### src/rtl/seg7_scan_driver.sv
// seg7_scan_driver
//   Time-multiplexed 4-digit seven-segment driver for the century-clock year
//   display (common-anode, active-low anodes and segments). The BCD digits are
//   captured into a shadow register on load and promoted to the active
//   register only at the frame boundary, so one frame never mixes old and new
//   digits. Each digit slot starts with a short all-off gap to avoid ghosting.
//
// Ports
//   clk         system clock
//   rst         synchronous active-high reset
//   digit3..0   thousands, hundreds, tens, units (BCD)
//   load        one-cycle strobe, captures digit3..0 into the shadow register
//   lz_blank    leading-zero blanking enable, latched at the frame boundary
//   an[3:0]     anode enables, active-low; an[k] selects digit k
//   seg[6:0]    segments {g,f,e,d,c,b,a}, active-low
//   frame_sync  one-cycle pulse after the scan wraps from slot 3 to slot 0
//
// Slot index state machine
//   state | meaning
//   SLOT0 | scanning digit0 (units), an[0] driven
//   SLOT1 | scanning digit1 (tens), an[1] driven
//   SLOT2 | scanning digit2 (hundreds), an[2] driven
//   SLOT3 | scanning digit3 (thousands), an[3] driven

module seg7_scan_driver #(
    parameter int REFRESH_DIV  = 50000,
    parameter int GHOST_CYCLES = 500
) (
    input  logic       clk,
    input  logic       rst,
    input  logic [3:0] digit3,
    input  logic [3:0] digit2,
    input  logic [3:0] digit1,
    input  logic [3:0] digit0,
    input  logic       load,
    input  logic       lz_blank,
    output logic [3:0] an,
    output logic [6:0] seg,
    output logic       frame_sync
);

    localparam int PW = (REFRESH_DIV > 1) ? $clog2(REFRESH_DIV) : 1;
    localparam logic [PW-1:0] PRESC_LAST = PW'(REFRESH_DIV - 1);
    localparam logic [PW-1:0] GHOST_END  = PW'(GHOST_CYCLES);
    localparam bit            HAS_GHOST  = (GHOST_CYCLES > 0);

    localparam logic [1:0] SLOT0 = 2'd0;
    localparam logic [1:0] SLOT1 = 2'd1;
    localparam logic [1:0] SLOT2 = 2'd2;
    localparam logic [1:0] SLOT3 = 2'd3;

    localparam logic [6:0] SEG_BLANK = 7'b1111111;

    logic [PW-1:0] prescaler;
    logic [1:0]    slot;
    logic [1:0]    slot_next;
    logic [15:0]   shadow;
    logic [15:0]   active;
    logic [15:0]   load_word;
    logic          lz_active;
    logic          slot_wrap;
    logic          frame_wrap;
    logic          ghost;
    logic          blank3;
    logic          blank2;
    logic          blank1;
    logic [3:0]    cur_code;
    logic          cur_blank;
    logic [3:0]    an_next;
    logic [6:0]    seg_next;

    function automatic logic [6:0] seg_encode(input logic [3:0] code);
        logic [6:0] s;
        case (code)
            4'd0:    s = 7'b1000000;
            4'd1:    s = 7'b1111001;
            4'd2:    s = 7'b0100100;
            4'd3:    s = 7'b0110000;
            4'd4:    s = 7'b0011001;
            4'd5:    s = 7'b0010010;
            4'd6:    s = 7'b0000010;
            4'd7:    s = 7'b1111000;
            4'd8:    s = 7'b0000000;
            4'd9:    s = 7'b0010000;
            4'd15:   s = 7'b0111111;
            default: s = SEG_BLANK;
        endcase
        return s;
    endfunction

    assign load_word  = {digit3, digit2, digit1, digit0};
    assign slot_wrap  = (prescaler == PRESC_LAST);
    assign frame_wrap = slot_wrap && (slot == SLOT3);
    assign ghost      = HAS_GHOST && (prescaler < GHOST_END);

    // Blanking cascades downward from the thousands digit; units always shows.
    assign blank3 = lz_active && (active[15:12] == 4'd0);
    assign blank2 = blank3 && (active[11:8] == 4'd0);
    assign blank1 = blank2 && (active[7:4] == 4'd0);

    always_comb begin
        slot_next = SLOT0;
        case (slot)
            SLOT0:   slot_next = SLOT1;
            SLOT1:   slot_next = SLOT2;
            SLOT2:   slot_next = SLOT3;
            default: slot_next = SLOT0;
        endcase
    end

    always_comb begin
        cur_code  = active[3:0];
        cur_blank = 1'b0;
        an_next   = 4'b1110;
        case (slot)
            SLOT0: begin
                cur_code  = active[3:0];
                cur_blank = 1'b0;
                an_next   = 4'b1110;
            end
            SLOT1: begin
                cur_code  = active[7:4];
                cur_blank = blank1;
                an_next   = 4'b1101;
            end
            SLOT2: begin
                cur_code  = active[11:8];
                cur_blank = blank2;
                an_next   = 4'b1011;
            end
            default: begin
                cur_code  = active[15:12];
                cur_blank = blank3;
                an_next   = 4'b0111;
            end
        endcase
        seg_next = seg_encode(cur_code);
        if (cur_blank) begin
            seg_next = SEG_BLANK;
        end
        if (ghost) begin
            an_next  = 4'b1111;
            seg_next = SEG_BLANK;
        end
    end

    always_ff @(posedge clk) begin
        if (rst) begin
            prescaler  <= '0;
            slot       <= SLOT0;
            shadow     <= '0;
            active     <= '0;
            lz_active  <= 1'b0;
            an         <= 4'b1111;
            seg        <= SEG_BLANK;
            frame_sync <= 1'b0;
        end else begin
            prescaler <= slot_wrap ? '0 : prescaler + 1'b1;
            if (slot_wrap) begin
                slot <= slot_next;
            end
            if (load) begin
                shadow <= load_word;
            end
            // A load coinciding with the frame wrap bypasses the shadow so the
            // new digits appear from slot 0 of the frame that starts now.
            if (frame_wrap) begin
                active    <= load ? load_word : shadow;
                lz_active <= lz_blank;
            end
            an         <= an_next;
            seg        <= seg_next;
            frame_sync <= frame_wrap;
        end
    end

endmodule

### config.mk
export PLATFORM = sky130hd
export DESIGN_NAME = seg7_scan_driver
export DESIGN_NICKNAME = d
export VERILOG_FILES = /design/src/rtl/seg7_scan_driver.sv
export SDC_FILE = /design/constraint.sdc
export NUM_CORES = 1
export LEC_CHECK = 0
export CAP_MARGIN = 20
export CORE_UTILIZATION = 25
export DETAILED_ROUTE_END_ITERATION = 16
export PLACE_DENSITY = 0.48
export SLEW_MARGIN = 15
export SYNTH_ARGS = -nofsm -noshare
export SYNTH_HDL_FRONTEND = slang
export SYNTH_SLANG_ARGS = --single-unit
### constraint.sdc
create_clock -name clk -period 1.9 [get_ports clk]
set_input_delay 0.57 -clock clk [delete_from_list [all_inputs] [get_ports clk]]
set_output_delay 0.57 -clock clk [all_outputs]
set_load 0.02 [all_outputs]
# After elaboration in Yosys (flattened, before gate mapping)
# Memories as Yosys holds them, arrays and structs flattened. A register that Yosys moved wholly into a read port is not among the register bits.
# Index checks and enable logic that the tools add are counted.
[totals] regBits=56 mem_bits_ro=112 mem_count=1
[op_classes] muxes=5 reduce_logical=11 order_cmp=1 eq_ne=4 add_sub_neg=1
[mem_list] memory="(no name shown)" depth=16 word_bits=7 read_ports=1 rd_clocked_by_memory_dff=1 wr=0 line="74" text="case (code)"
[ops] op="$pmux W4 S3" count=2
[ops] op="$add A16 B1 Y16 const B" count=1
[ops] op="$eq A16 B16 Y1 const B" count=1
[ops] op="$lt A16 B9 Y1 const B" count=1
[ops] op="$mux W16" count=1
[ops] op="$logic_not A4 Y1" count=3
[ops] op="$pmux W2 S3" count=1
[ops] op="$eq A2 B2 Y1 const B" count=2
[ops] op="$logic_and A1 B1 Y1" count=4
[ops] op="$reduce_or A2 Y1" count=2
[ops] op="$pmux W1 S3" count=1
[ops] op="$reduce_or A3 Y1" count=1
[ops] op="$eq A2 B1 Y1 const B" count=1
[ops] op="$logic_not A2 Y1" count=1

# Logic depth before layout (Yosys ltp)
# Gate-level depths: netlist (run 1).
[depth] ltp_word=6 depth_mapped=7 mapped_depth_nobuf=7

# Worst setup path after synthesis (run 1)
# OpenSTA, ideal clock, no wires.
[synth_timing] kind="register to register" startpoint="register slot[1]" endpoint="register seg[0]" t_arrival_ps=1775 setup_ps=117 path_slack_ps=8 path_stages_with_launch=7 required_time_ps=1783 n_path_buf=1 path_cell_list="dfxtp_1 ha_1 clkbuf_1 mux2i_1 o21ai_0 o22ai_1 nand2_1"
[synth_between] elab_chain_len=3 elab_cells_between_ends=6
[synth_lines] item="start, declared" line="55" text="logic [1:0] slot;"
[synth_lines] item="start signal, assigned" line="160" text="slot <= slot_next;"
[synth_lines] item="$eq A2 B2 Y1, or another cell as far along" line="115" text="case (slot)"
[synth_lines] item="$pmux W1 S3" line="115"
[synth_lines] item="$reduce_or A3 Y1 (no source line)"
[synth_lines] item="end, declared" line="38" text="output logic [6:0] seg,"
# Several ways; a longest one is shown, not always the timed one.
# A chain may end at the register's enable or synchronous reset.

# Worst setup path in the final report (run 1)
[layout_timing] startpoint="register an[3]" endpoint="output an[3]"
[layout_rtl] item="start, declared" line="37" text="output logic [3:0] an,"
[layout_rtl] item="start signal, assigned" line="171" text="an <= an_next;"
# No word-level cell between the ends.

==> run metrics, run 1 <==
status=finished clean; Logic pwr share=5.4%; FF-to-FF End=seg[6]; CTS Buffer Depth=2; die span in y=105 µm; clk slew on worst S/H paths=70 ps; final net count=354; post-synth top area cell=dfxtp_1; initial antenna violation count=0; final antenna diode count=0; switch share=24.2%; cts-stage hold buffer count=0; CTS root buf=clkbuf_8; sum of negative setup slack=0 ps; flops & latches, synth=63; hold path cells=1; gpl congestion=0.733; Psw=0.606 mW; DRT iter0 DRCs=81; CP Depth=1; Max Cap Violations=0; Hold Path Class=reg2reg; Post-Synthesis Cells=267; Unique masters post-synth=36; syn avg cell area=9.96 µm²; CTS tree=yes; yosys warns=0; drt first pass iters=6; # IOs=32; pin count of the biggest net entering global routing=26; global-route wire length before repair=9800 µm; IR drop worst, VDD=0.306 mV; CP max stage cell=clkdlybuf4s50_1; die footprint=11100 µm²; final wirelength=5800 µm; Post-CTS Setup Inserts=0; Tcrit/Tclk final=96.6%; Reg2Reg Depth=8; depth of the CTS H-tree=3; worst slew pin tran=457 ps; Post-Syn Area=2660 µm²; Pwr Density=693 nW/µm²; Min-Delay Endpoint=prescaler[0]; min-delay src=prescaler[0]; Worst R2R Setup Slack=80 ps; DR vias=2049; fin area=3610 µm²; CP endpoint kind=output pin; Worst R2R Start=slot[1]; clock power share=40.5%; Pint=1.90 mW; WS Path Type=reg2out; post-DP HPWL=4100 µm; Mapped Nets=293; die width=105 µm; Inserted Clock Buffers=9; Synth-to-Final Area Change=35.8%; gr ovfl total=0; RSZ-0062 raised after global routing=yes; crit-path leading delay family=buffers and inverters; layout cells sized above 1=25.5%; slowest stage delay, CP=600 ps; sequential power share=54.1%; Worst EP arrival=1270 ps; Buf+Inv Stages, Crit Path=1; post-synth top area share=47.4%; I/O Buffers=31; Final min period=1840 ps; Final Skew=13.1 ps; P_leak=1.42 nW; critical path peak fanout=1; Cell Area, Placed=3350 µm²; clk sink count=63; Pins Over Slew Limit=0; post-detailed-route count of antenna-violating nets=0; Design Power=2.50 mW; Final Hold Fails=0; drt via density=4.37; Worst Setup Start Kind=flip-flop; final setup fails=0; vias in the first global route=2044; Layout fillers=1065; Starting Density=25.8%; Total GRT Usage=11.5%; top cells by area, synth=dfxtp_1 47%, mux2i_1 8.3%, mux2_2 8.0%, nor2_1 6.5%, xor2_1 3.0%; Worst slew margin=68.6%; CP required=1330 ps; Max Fclk=545 MHz; DR DRC count=0; Placeable Area=10300 µm²; drt wl/cell=12.4 µm; Cell Chain, Critical Path=clkdlybuf4s50_1; row count=37; Worst-Skew Late Latency=340 ps; sequential area share after synthesis=47.4%
## cells by family (layout without fill, tap and decap cells)
kind of cell / Yosys count / in the layout / synth area share, %
AND/OR/NAND/NOR: 102 / 102 / 19.5
flip-flops: 63 / 63 / 47.4
multiplexers: 41 / 41 / 16.3
AO/OA/AOI/OAI: 22 / 22 / 6.07
buffers and inverters: 18 / 84 / 2.96
XOR/XNOR: 15 / 15 / 4.94
adder cells (fa/ha/maj): 6 / 6 / 2.82
## per-layer routing
layer | global-route usage [%] | vias up | routed length (µm)
li1 | - | 1048 | -
met1 | 14.1 | 950 | 2870
met2 | 17.8 | 39 | 2540
met3 | 4.93 | 12 | 283
met4 | 4.43 | 0 | 112
met5 | 0 | - | 0
## cell type report
class | instances | area, µm² | area share [%]
clock inverters | 7 | 50.0 | 1.39
repair buffers | 60 | 572 | 15.8
multi-input cells | 186 | 1400 | 38.8
flip-flops and latches | 63 | 1260 | 35.0
well taps | 136 | 170 | 4.71
clock buffers | 9 | 124 | 3.43
inverters | 8 | 30.0 | 0.831
## cells in the final DEF (no fill, tap or decap), drive strengths merged, types with 6 or more instances in the layout
cell / count
nand2: 15
dfxtp: 63
nand4: 8
nand3: 6
mux2: 19
clkbuf: 9
nor2: 47
ha: 6
xor2: 9
mux2i: 22
clkdlybuf4s50: 30
buf: 29
xnor2: 6
inv: 8
and2: 12
## worst max-delay path by stage
| stage | startpoint | end | slack [ps] |
|---|---|---|---|
| finish | an[3] | an[3] | 60 |
| global placement | load | active[10] | -10 |
| floorplan | slot[1] | seg[0] | 8 |
| detailed placement | slot[0] | seg[1] | -20 |
| CTS | an[1] | an[1] | 3 |
| global route | an[3] | an[3] | 4 |
## synthesized netlist by cell type, drive strengths merged
| cell | instances |
|---|---|
| nor3 | 5 |
| nor2 | 47 |
| nand2 | 15 |
| o31a | 1 |
| ha | 6 |
| o21ai | 5 |
| nor4 | 3 |
| nor3b | 1 |
| o211ai | 1 |
| mux2i | 22 |
| a21o | 1 |
| xor2 | 9 |
| o22ai | 1 |
| and3 | 2 |
| o2bb2ai | 1 |
| and4 | 2 |
| a21oi | 4 |
| o2111ai | 1 |
| nand3 | 6 |
| clkbuf | 6 |
| mux2 | 19 |
| buf | 4 |
| a31oi | 1 |
| xnor2 | 6 |
| a222oi | 4 |
| a211oi | 1 |
| dfxtp | 63 |
| and2 | 12 |
| nand4bb | 1 |
| o21a | 1 |
| nand4 | 8 |
| inv | 8 |
## state kept, by name, summed over array words and instances (netlist names)
| register | count |
|---|---|
| an | 4 |
| shadow | 16 |
| prescaler | 16 |
| slot | 2 |
| seg | 7 |
| lz_active | 1 |
| frame_sync | 1 |
| active | 16 |
## per-stage QoR
stage	hold slack [ps]	utilization [%]	instances	worst slack, ps
4_1_cts	472	34.1	469	2.98
2_1_floorplan	426	-	267	8.46
3_3_place_gp	451	32.4	453	-14.1
3_5_place_dp	455	32.4	453	-21.0
6_report	470	35.0	469	64.6
5_1_grt	526	35.0	469	3.74
## power by group through the flow
stage	Clock (mW)	Combinational (mW)	Sequential [mW]
3_5_place_dp	0	0.135	1.39
3_3_place_gp	0	0.135	1.38
6_report	1.01	0.134	1.35
4_1_cts	1.06	0.137	1.35
2_1_floorplan	0	0.0694	1.38
5_1_grt	1.14	0.148	1.36
## repair_timing
item                                    CTS  global route
resized for setup                         1            27
endpoints found under the setup margin    3            10
endpoints found under the hold margin     0             0
gates cloned                              0             0
pin swaps                                 2             7
No activity file was read; power rests on OpenSTA's default activity.
==> inputs of run 2 (changes only) <==
--- a/config.mk
+++ b/config.mk
@@ -6,6 +6,7 @@
 export NUM_CORES = 1
 export LEC_CHECK = 0
 export CAP_MARGIN = 20
+export CORE_MARGIN = 5
 export CORE_UTILIZATION = 25
 export DETAILED_ROUTE_END_ITERATION = 16
 export PLACE_DENSITY = 0.48
==> run 2 against run 1 <==
Net effect:
- clock skew shrank 4.3 ps
- design area rose by 0.35%
- clock power about the same
- die area up 16%
- sequential power about the same
- combinational power hardly changed
- flip-flop and latch count stayed put
- via count is 1.1% higher
- first-iteration DRC count is 17% lower
==> run metrics, run 2 (synthesis gave the netlist of run 1 again) <==
status=finished clean; busiest grt layer=met2; critical path peak fanout=1; placed cell count=456; worst slew pin tran=374 ps; layout cells sized above 1=25.4%; final wirelength=5860 µm; Final Hold Fails=0; global-route wire length before repair=9800 µm; biggest regs=active x16, prescaler x16, shadow x16; Cell Chain, Critical Path=clkdlybuf4s50_1; final antenna diode count=0; CTS Buffer Depth=2; post-detailed-route count of antenna-violating nets=0; die width=113 µm; CP max stage cell=clkdlybuf4s50_1; Post-Layout Cell Count=475; Buf+Inv Stages, Crit Path=1; final net count=360; met2 usage=15.4%; gr ovfl total=0; CP endpoint kind=output pin; WS Path Type=reg2out; crit-path leading delay family=buffers and inverters; IR drop worst, VDD=0.334 mV; slowest stage delay, CP=600 ps; Final Skew=8.78 ps; gpl congestion=0.765; drt first pass iters=5; I/O Buffers=31; Hold Path Class=reg2reg; Max Fclk=544 MHz; final setup margin=63.4 ps; DR vias=2071; initial antenna violation count=0; DR DRC count=0; Worst-Skew Late Latency=350 ps; Starting Density=25.7%; Max Cap Violations=0; Placeable Area=10400 µm²; most frequent cells in the layout=63 x dfxtp_1, 45 x nor2_1, 32 x buf_4; Pwr Density=692 nW/µm²; cts-stage hold buffer count=0; most common cell after layout, fill and taps aside=dfxtp_1; RSZ-0062 raised after global routing=no; post-place setup slack=-16.8 ps; post-DP HPWL=4210 µm; pin count of the biggest net entering global routing=17; drt via density=4.36; DRT iter0 DRCs=67; Worst EP arrival=1270 ps; Worst slew margin=75.1%; Pins Over Slew Limit=0; GR Layer Usage met1=11.3%; sum of negative setup slack=0 ps; die span in y=113 µm; Worst Setup Start Kind=flip-flop; depth of the CTS H-tree=3; met3 Usage GRT=4.01%; P_leak=1.46 nW; Final min period=1840 ps; CP required=1330 ps; final setup fails=0; CTS tree=yes; vias in the first global route=2098; # IOs=32; die footprint=12800 µm²; clk sink count=63; Synth-to-Final Area Change=36.3%; row count=37; CTS root buf=clkbuf_8; Inserted Clock Buffers=9; Tcrit/Tclk final=96.7%; drt wl/cell=12.3 µm; Design Power=2.51 mW; clk slew on worst S/H paths=70 ps; Total GRT Usage=9.58%
run 2: changes by cell type in the layout (fill, tap and decap cells not counted), moves of 2 or more:
cell and change:
inv_1 +2, inv_2 -2, dfxtp_1 +2, clkinv_4 -2, buf_4 +7, ha_2 +4
dfxtp_2 -2, ha_4 -3, o21ai_0 +2
run 2: cell type report:
cell class / count / area, µm²
Fill cell: 1065 / 6750
Multi-Input combinational cell: 186 / 1380
Sequential cell: 63 / 1260
Tap cell: 136 / 170
Clock buffer: 9 / 124
Inverter: 8 / 30.0
Timing Repair Buffer: 66 / 613
Clock inverter: 7 / 48.8
run 2: final timing paths:
path / start / endpoint / slack, ps / cells past startpoint
max reg2reg: slot[0] / seg[6] / 120 / 8
min reg2reg: prescaler[0] / prescaler[0] / 460 / 1
max: an[2] / an[2] / 60 / 1
min: prescaler[0] / prescaler[0] / 460 / 1
run 2: power breakdown:
part	internal (mW)	leakage [nW]	total (mW)	switching [mW]
clock network	0.471	0.0776	1.02	0.546
logic	0.0839	0.874	0.136	0.0524
registers	1.34	0.512	1.35	0.00955
run 2: what timing repair did:
| action | in CTS | in global routing |
|---|---|---|
| pin swaps | 2 | 5 |
| setup buffers | 0 | 3 |
| endpoints found under the setup margin | 1 | 15 |
| cloned | 0 | 0 |
| resized for setup | 0 | 19 |
run 2: routing by layer:
| layer | part of all wire (%) | vias to the layer above |
|---|---|---|
| met5 | 0 | - |
| met4 | 2.3 | 0 |
| met3 | 5.0 | 13 |
| met2 | 47 | 35 |
| met1 | 46 | 969 |
| li1 | - | 1054 |
run 2: metrics by stage:
| step | instance area (µm²) | util [%] | hold WS [ps] |
|---|---|---|---|
| global placement | 3370 | 32.5 | 446 |
| CTS | 3540 | 34.2 | 464 |
| detailed placement | 3370 | 32.5 | 448 |
| finish | 3620 | 35.0 | 458 |
| global route | 3620 | 35.0 | 500 |
| floorplan | 2660 | - | 426 |
